### config.mk
export PLATFORM = sky130hd
export DESIGN_NAME = layer3_mac_seq
export DESIGN_NICKNAME = d
export VERILOG_FILES = /design/src/rtl/layer3_mac_seq.sv
export SDC_FILE = /design/constraint.sdc
export NUM_CORES = 1
export LEC_CHECK = 0
export ABC_AREA = 1
export CORE_MARGIN = 2
export CORE_UTILIZATION = 40
export DETAILED_ROUTE_END_ITERATION = 8
export PLACE_DENSITY = 0.67
export SETUP_SLACK_MARGIN = 0.4
export SLEW_MARGIN = 20
export SYNTH_ARGS = -nofsm -noshare
export SYNTH_HDL_FRONTEND = slang
export SYNTH_SLANG_ARGS = --single-unit
### constraint.sdc
create_clock -name ap_clk -period 2.7 [get_ports ap_clk]
set_clock_uncertainty 0.15 [all_clocks]
set_input_delay 0.54 -clock ap_clk [delete_from_list [all_inputs] [get_ports ap_clk]]
set_output_delay 0.54 -clock ap_clk [all_outputs]
set_load 0.1 [all_outputs]
### src/rtl/layer3_mac_seq.sv
// layer3_mac_seq: streams operand pairs from two buffers through the shared 16x16
// multiplier and accumulates a signed dot product. Define LAYER3_MAC_SAT_EN to saturate res_data.
module layer3_mac_seq #(
   parameter int ADDR_W = 10,
   parameter int ACC_W  = 42
) (
   input  logic                     ap_clk,
   input  logic                     ap_rst_n,
   input  logic                     start,
   input  logic [ADDR_W-1:0]        len,
   input  logic [ADDR_W-1:0]        base_a,
   input  logic [ADDR_W-1:0]        base_b,
   output logic                     busy,
   output logic                     a_ce,
   output logic                     b_ce,
   output logic [ADDR_W-1:0]        a_addr,
   output logic [ADDR_W-1:0]        b_addr,
   input  logic signed [15:0]       a_q,
   input  logic signed [15:0]       b_q,
   output logic signed [15:0]       mul_din0,
   output logic signed [15:0]       mul_din1,
   input  logic signed [31:0]       mul_dout,
   output logic [31:0]              res_data,
   output logic                     res_valid,
   input  logic                     res_ready
);

   // state | meaning
   // IDLE  | waiting for start
   // RUN   | issuing one operand pair per cycle
   // DRAIN | waiting for the multiply/accumulate pipeline to empty
   // OUT   | presenting the result until res_ready
   typedef enum logic [1:0] {S_IDLE, S_RUN, S_DRAIN, S_OUT} state_t;

   localparam logic [ADDR_W-1:0] ONE = {{(ADDR_W-1){1'b0}}, 1'b1};

   state_t                    r_state;
   logic [ADDR_W-1:0]         r_rem;
   logic [ADDR_W-1:0]         r_a_addr;
   logic [ADDR_W-1:0]         r_b_addr;
   logic                      r_ce;
   logic                      r_busy;
   logic                      r_valid;
   logic                      r_v1;
   logic                      r_v2;
   logic signed [31:0]        r_p;
   logic signed [ACC_W-1:0]   r_acc;
   logic [31:0]               w_res;

   assign mul_din0  = a_q;
   assign mul_din1  = b_q;
   assign a_ce      = r_ce;
   assign b_ce      = r_ce;
   assign a_addr    = r_a_addr;
   assign b_addr    = r_b_addr;
   assign busy      = r_busy;
   assign res_valid = r_valid;
   assign res_data  = w_res;

   always_ff @(posedge ap_clk or negedge ap_rst_n) begin
      if (!ap_rst_n) begin
         r_state  <= S_IDLE;
         r_rem    <= '0;
         r_a_addr <= '0;
         r_b_addr <= '0;
         r_ce     <= 1'b0;
         r_busy   <= 1'b0;
         r_valid  <= 1'b0;
         r_v1     <= 1'b0;
         r_v2     <= 1'b0;
         r_p      <= '0;
         r_acc    <= '0;
      end else begin
         r_v1 <= r_ce;
         r_v2 <= r_v1;
         if (r_v1) r_p <= mul_dout;
         if (r_v2) r_acc <= r_acc + {{(ACC_W-32){r_p[31]}}, r_p};
         case (r_state)
            S_IDLE: begin
               if (start) begin
                  r_rem    <= len - ONE;
                  r_a_addr <= base_a;
                  r_b_addr <= base_b;
                  r_acc    <= '0;
                  r_busy   <= 1'b1;
                  if (len != '0) begin
                     r_ce    <= 1'b1;
                     r_state <= S_RUN;
                  end else begin
                     r_valid <= 1'b1;
                     r_state <= S_OUT;
                  end
               end
            end
            S_RUN: begin
               if (r_rem == '0) begin
                  r_ce    <= 1'b0;
                  r_state <= S_DRAIN;
               end else begin
                  r_rem    <= r_rem - ONE;
                  r_a_addr <= r_a_addr + ONE;
                  r_b_addr <= r_b_addr + ONE;
               end
            end
            // v1 low means no product is left to load; the last one lands in acc on this edge
            S_DRAIN: begin
               if (!r_v1) begin
                  r_valid <= 1'b1;
                  r_state <= S_OUT;
               end
            end
            S_OUT: begin
               if (res_ready) begin
                  r_valid <= 1'b0;
                  r_busy  <= 1'b0;
                  r_state <= S_IDLE;
               end
            end
            default: r_state <= S_IDLE;
         endcase
      end
   end

`ifdef LAYER3_MAC_SAT_EN
   logic [ACC_W-32:0] w_hi;
   assign w_hi = r_acc[ACC_W-1:31];
   always_comb begin
      w_res = r_acc[31:0];
      if (!((&w_hi) || !(|w_hi))) begin
         w_res = r_acc[ACC_W-1] ? 32'h8000_0000 : 32'h7FFF_FFFF;
      end
   end
`else
   logic w_acc_hi_unused;
   assign w_acc_hi_unused = ^r_acc[ACC_W-1:32];
   assign w_res = r_acc[31:0];
`endif

endmodule

# Word level (Yosys, flattened, before mapping)
# Index checks and enable logic that the tools add are counted.
# word_totals
regBits	111
input_bits	98
word_cells	66
# op_classes
add_sub_neg	5
eq_ne	10
muxes	29
n_reduce_logical	11
# op_table
cell	n
two-way mux 42 bit	3
two-way mux 10 bit	6
case mux 10 bit (2 select lines)	3
adder 42 bit	1
adder 10 x 1 -> 10 bit (second input constant)	2
subtractor 10 x 1 -> 10 bit (second input constant)	2
inequality test 2 bit (second input constant)	7
logical NOT 10 bit	1
two-way mux 2 bit	5
nonzero test 10 bit	1
two-way mux 1 bit	8
case mux 2 bit (4 select lines)	1
AND reduction 4 bit	2
AND reduction 3 bit	2
AND reduction 5 bit	1
== test 2 bit (second input constant)	2
case mux 1 bit (2 select lines)	2
nonzero test 2 bit	2
case mux 1 bit (3 select lines)	1
nonzero test 3 bit	1
== test 2 x 1 -> 1 bit (second input constant)	1
logical NOT 2 bit	1

# Longest topological paths before layout
# depth
depth_word	4
ltp_mapped	16
ltp_nobuf	15

# Worst setup path after synthesis
# No wires, ideal clock.
# synth_path
path_type	register to register
from	reg r_acc[0]
to	reg r_acc[20]
t_arrival_ns	2.280
required_time_ns	2.437
slack_ns	0.157
path_stages_with_launch	13
period_less_slack_ns	2.543
cell_sequence	dfrtp_1 -> ha_1 -> fa_1 -> nand3_1 -> nand3_1 -> nand3_1 -> nand3_1 -> nand3_1 -> nand2_1 -> nand2_1 -> nand3_1 -> nand2_1 -> inv_1
# synth_between
elab_chain_len	4
# synth_rtl
element	line	text
start: declaration	47	logic signed [ACC_W-1:0] r_acc;
start signal: assignment	77	if (r_v2) r_acc <= r_acc + {{(ACC_W-32){r_p[31]}}, r_p};
adder 42 bit (*)	77	
two-way mux 42 bit (*)	77	
two-way mux 42 bit	80	if (start) begin
two-way mux 42 bit (*)	78	case (r_state)
# Every way passes the cells marked *; elsewhere a longest branch is shown, timed or not.
# A chain may end at the register's enable or synchronous reset.

# Worst setup path in the final report
# layout_path
from	reg r_acc[0]
to	reg r_acc[30]
# The elaborated chain is that of the path after synthesis.

==> metrics.txt <==
met2 GRT Util=32.5%; number of synthesized flops with an enable pin=0; largest net degree at the start of global routing=41; register bit total from synthesis=101; first-pass GRT wire length=32000 um; Warnings, synthesis=0; clock tree sinks=101; Final ANT Viol Nets=0; Min-Delay Path Depth=2; Tmin final=2.18 ns; CP required=2.81 ns; DRC Markers=0; total number of vias=7079; Worst Tran Pin Value=0.719 ns; worst hold slack=0.334 ns; DR WL/cell=13.1 um; Die Span Y=141 um; CTS tree=done; share of the synthesized area in the top cell type=33.6%; crit-path max FO=5; Hold WC Path Type=reg -> reg; Slowest-stage cell, CP=dfrtp_4; Final Cycle Share=80.8%; cell with the most instances after synthesis=nand2_1; Synth Area in Simple Gates=34.3%; largest area contributor in the netlist=dfrtp_1; PortBufs=121; core area=0.0186 mm2; initial DRC count=420; Reg area=0.00256 mm2; layout overhead on the synthesized area=20.8%; met3 GRT Util=5.67%; share of post-route cells with drive strength above 1=12.8%; most frequent CP cell=nand2_1; worst relative slew slack=52.1%; GR Util met1=26.1%; Finished Layout Cells=1480; DRT Wirelength=19400 um; Reg2Reg Depth=12; fraction of registers with async set/reset=100%; hold violation count in the final report=0; XOR/XNOR Fraction of Synth Area=1.86%; Root Driver=clkbuf_16; full die area=0.0199 mm2; htree depth=3; critical path launch point type=flop; mux share of post-synthesis cell area=0.133%; CP endpoint kind=flop; largest family of logic cells by synthesized area=simple AND/OR/NAND/NOR gates; clk buf depth=2; busiest metal layer after global routing=met2; vias in the first global route=6596; clock buffers created by TritonCTS=9; compound-cell area share of the yosys netlist=9.10%; total gr overflow=0; Mapped Nets=1293; initial antenna violation count=0; distinct cell type count after synthesis=40; most frequent cells after synthesis=nand2_1, inv_1, nor2_1, dfrtp_1, nand3_1; io pins=186; worst-path cell chain=ha_4 -> fa_2 -> nand2_1 -> nand3_2 -> nand2_1 -> nand2_1 -> nand2_1 -> nand2_1 -> nand2_1 -> nand3_1 -> nand2_1 -> inv_1; Adder-Cell Fraction of Synth Area=6.59%; slowest cell delay on critical path=0.50 ns; Initial Utilization=40.5%; Post-DP HPWL=14800 um; f_max=0.459 GHz; Post-Synthesis Cells=1156; top cells by area, synth=dfrtp_1, nand2_1, inv_1; num rows=50; status=finished clean; via/cell ratio=4.78; Post-CTS Setup Bufs=0; crit path kind=reg -> reg; Die X=141 um; Clk pin slew, worst setup/hold paths=0.07 ns; GRT Overall Usage=19.8%; Seq/Total Area, Yosys=33.6%; dpl cells=1463; worst skew pair latency=0.36 ns; GP Congestion=0.919; max-slew violations=0; fill count=1914; Worst EP arrival=2.29 ns; Fin Setup TNS=0 ns; Finish-stage setup viols=0; Max Cap Violations=0; Avg Synthesized Cell Area=6.51 um2; unrepaired setup endpoints after global routing=true; multi-input logic area=0.00398 mm2; first drt pass iteration count=5; n_diodes=0; Synth Flop Type=dfrtp_1; Cell Area, Synth=0.00752 mm2; fin nets=1378
[final cells by class]
type                    count  area share (%)
multi-input cells         810            43.8
flip-flops and latches    101            28.2
repair buffers            134            13.1
inverters                 185            7.70
well taps                 234            3.22
clock buffers              11            2.67
clock inverters             5            1.18
[sequential cells by signal, summed over array words and instances, names as in the netlist]
name	flops
res_valid	1
r_state	2
r_v1	1
r_v2	1
a_addr	10
r_acc	32
r_p	32
busy	1
b_addr	10
r_rem	10
a_ce	1
[worst max-delay path: cells and delay by family (launching register included)]
| family | cells | cell delay [ns] |
|---|---|---|
| DFF | 1 | 0.50 |
| buffers and inverters | 1 | 0.04 |
| adders and majority gates | 2 | 0.60 |
| and+or+nand+nor | 9 | 0.81 |
[path summary, 6_finish.rpt]
path,from,endpoint,slack (ns)
min reg2reg,r_p[30],r_p[30],0.33
max reg2reg,r_acc[0],r_acc[30],0.52
max,r_acc[0],r_acc[30],0.52
min,r_p[30],r_p[30],0.33
max in group asynchronous,ap_rst_n,r_acc[25],1.18
min in group asynchronous,ap_rst_n,r_acc[16],0.52
[cells by family after synthesis]
kind of cell / Yosys count
multiplexers: 1
AND/OR/NAND/NOR: 636
XOR/XNOR: 16
adder cells (fa/ha/maj): 39
AO/OA/AOI/OAI: 118
flip-flops: 101
buffers and inverters: 245
[layer usage]
layer / share of wire [%] / vias up
met5: 0 / -
met4: 1.0 / 0
met3: 6.5 / 16
met2: 46 / 179
met1: 47 / 3183
li1: - / 3701
[placed cells by master, fill, tap and decap left out, drive strengths merged, types with 2 or more instances in the layout]
master / n
nand4: 8
o22ai: 2
a22oi: 5
nor3: 9
inv: 186
clkbuf: 11
dfrtp: 101
ha: 38
o211ai: 6
xnor2: 6
or2: 6
a21oi: 35
o21bai: 4
xor2: 10
o21ai: 53
a2bb2oi: 2
bufinv: 3
buf: 69
nand2: 416
nand3: 65
clkdlybuf4s50: 64
nor2: 131
a31oi: 9
[what timing repair did]
item,4_1_cts,5_1_grt
endpoints found under the setup margin,3,22
pin swaps,0,1
gates resized for setup,2,16
hold buffers,1,0
endpoints found under the hold margin,27,0
[through the flow]
stage,worst slack (ns),utilization (%),area [um2]
floorplan,0.409,-,7560
global placement,0.392,46.5,8640
detailed placement,0.356,46.5,8640
CTS,0.469,48.5,9010
global route,0.302,48.9,9080
finish,0.519,48.9,9080
Power is left out: the tool's default activity adds up to more than one toggle a clock period on the data nets, which glitch-free logic cannot reach.
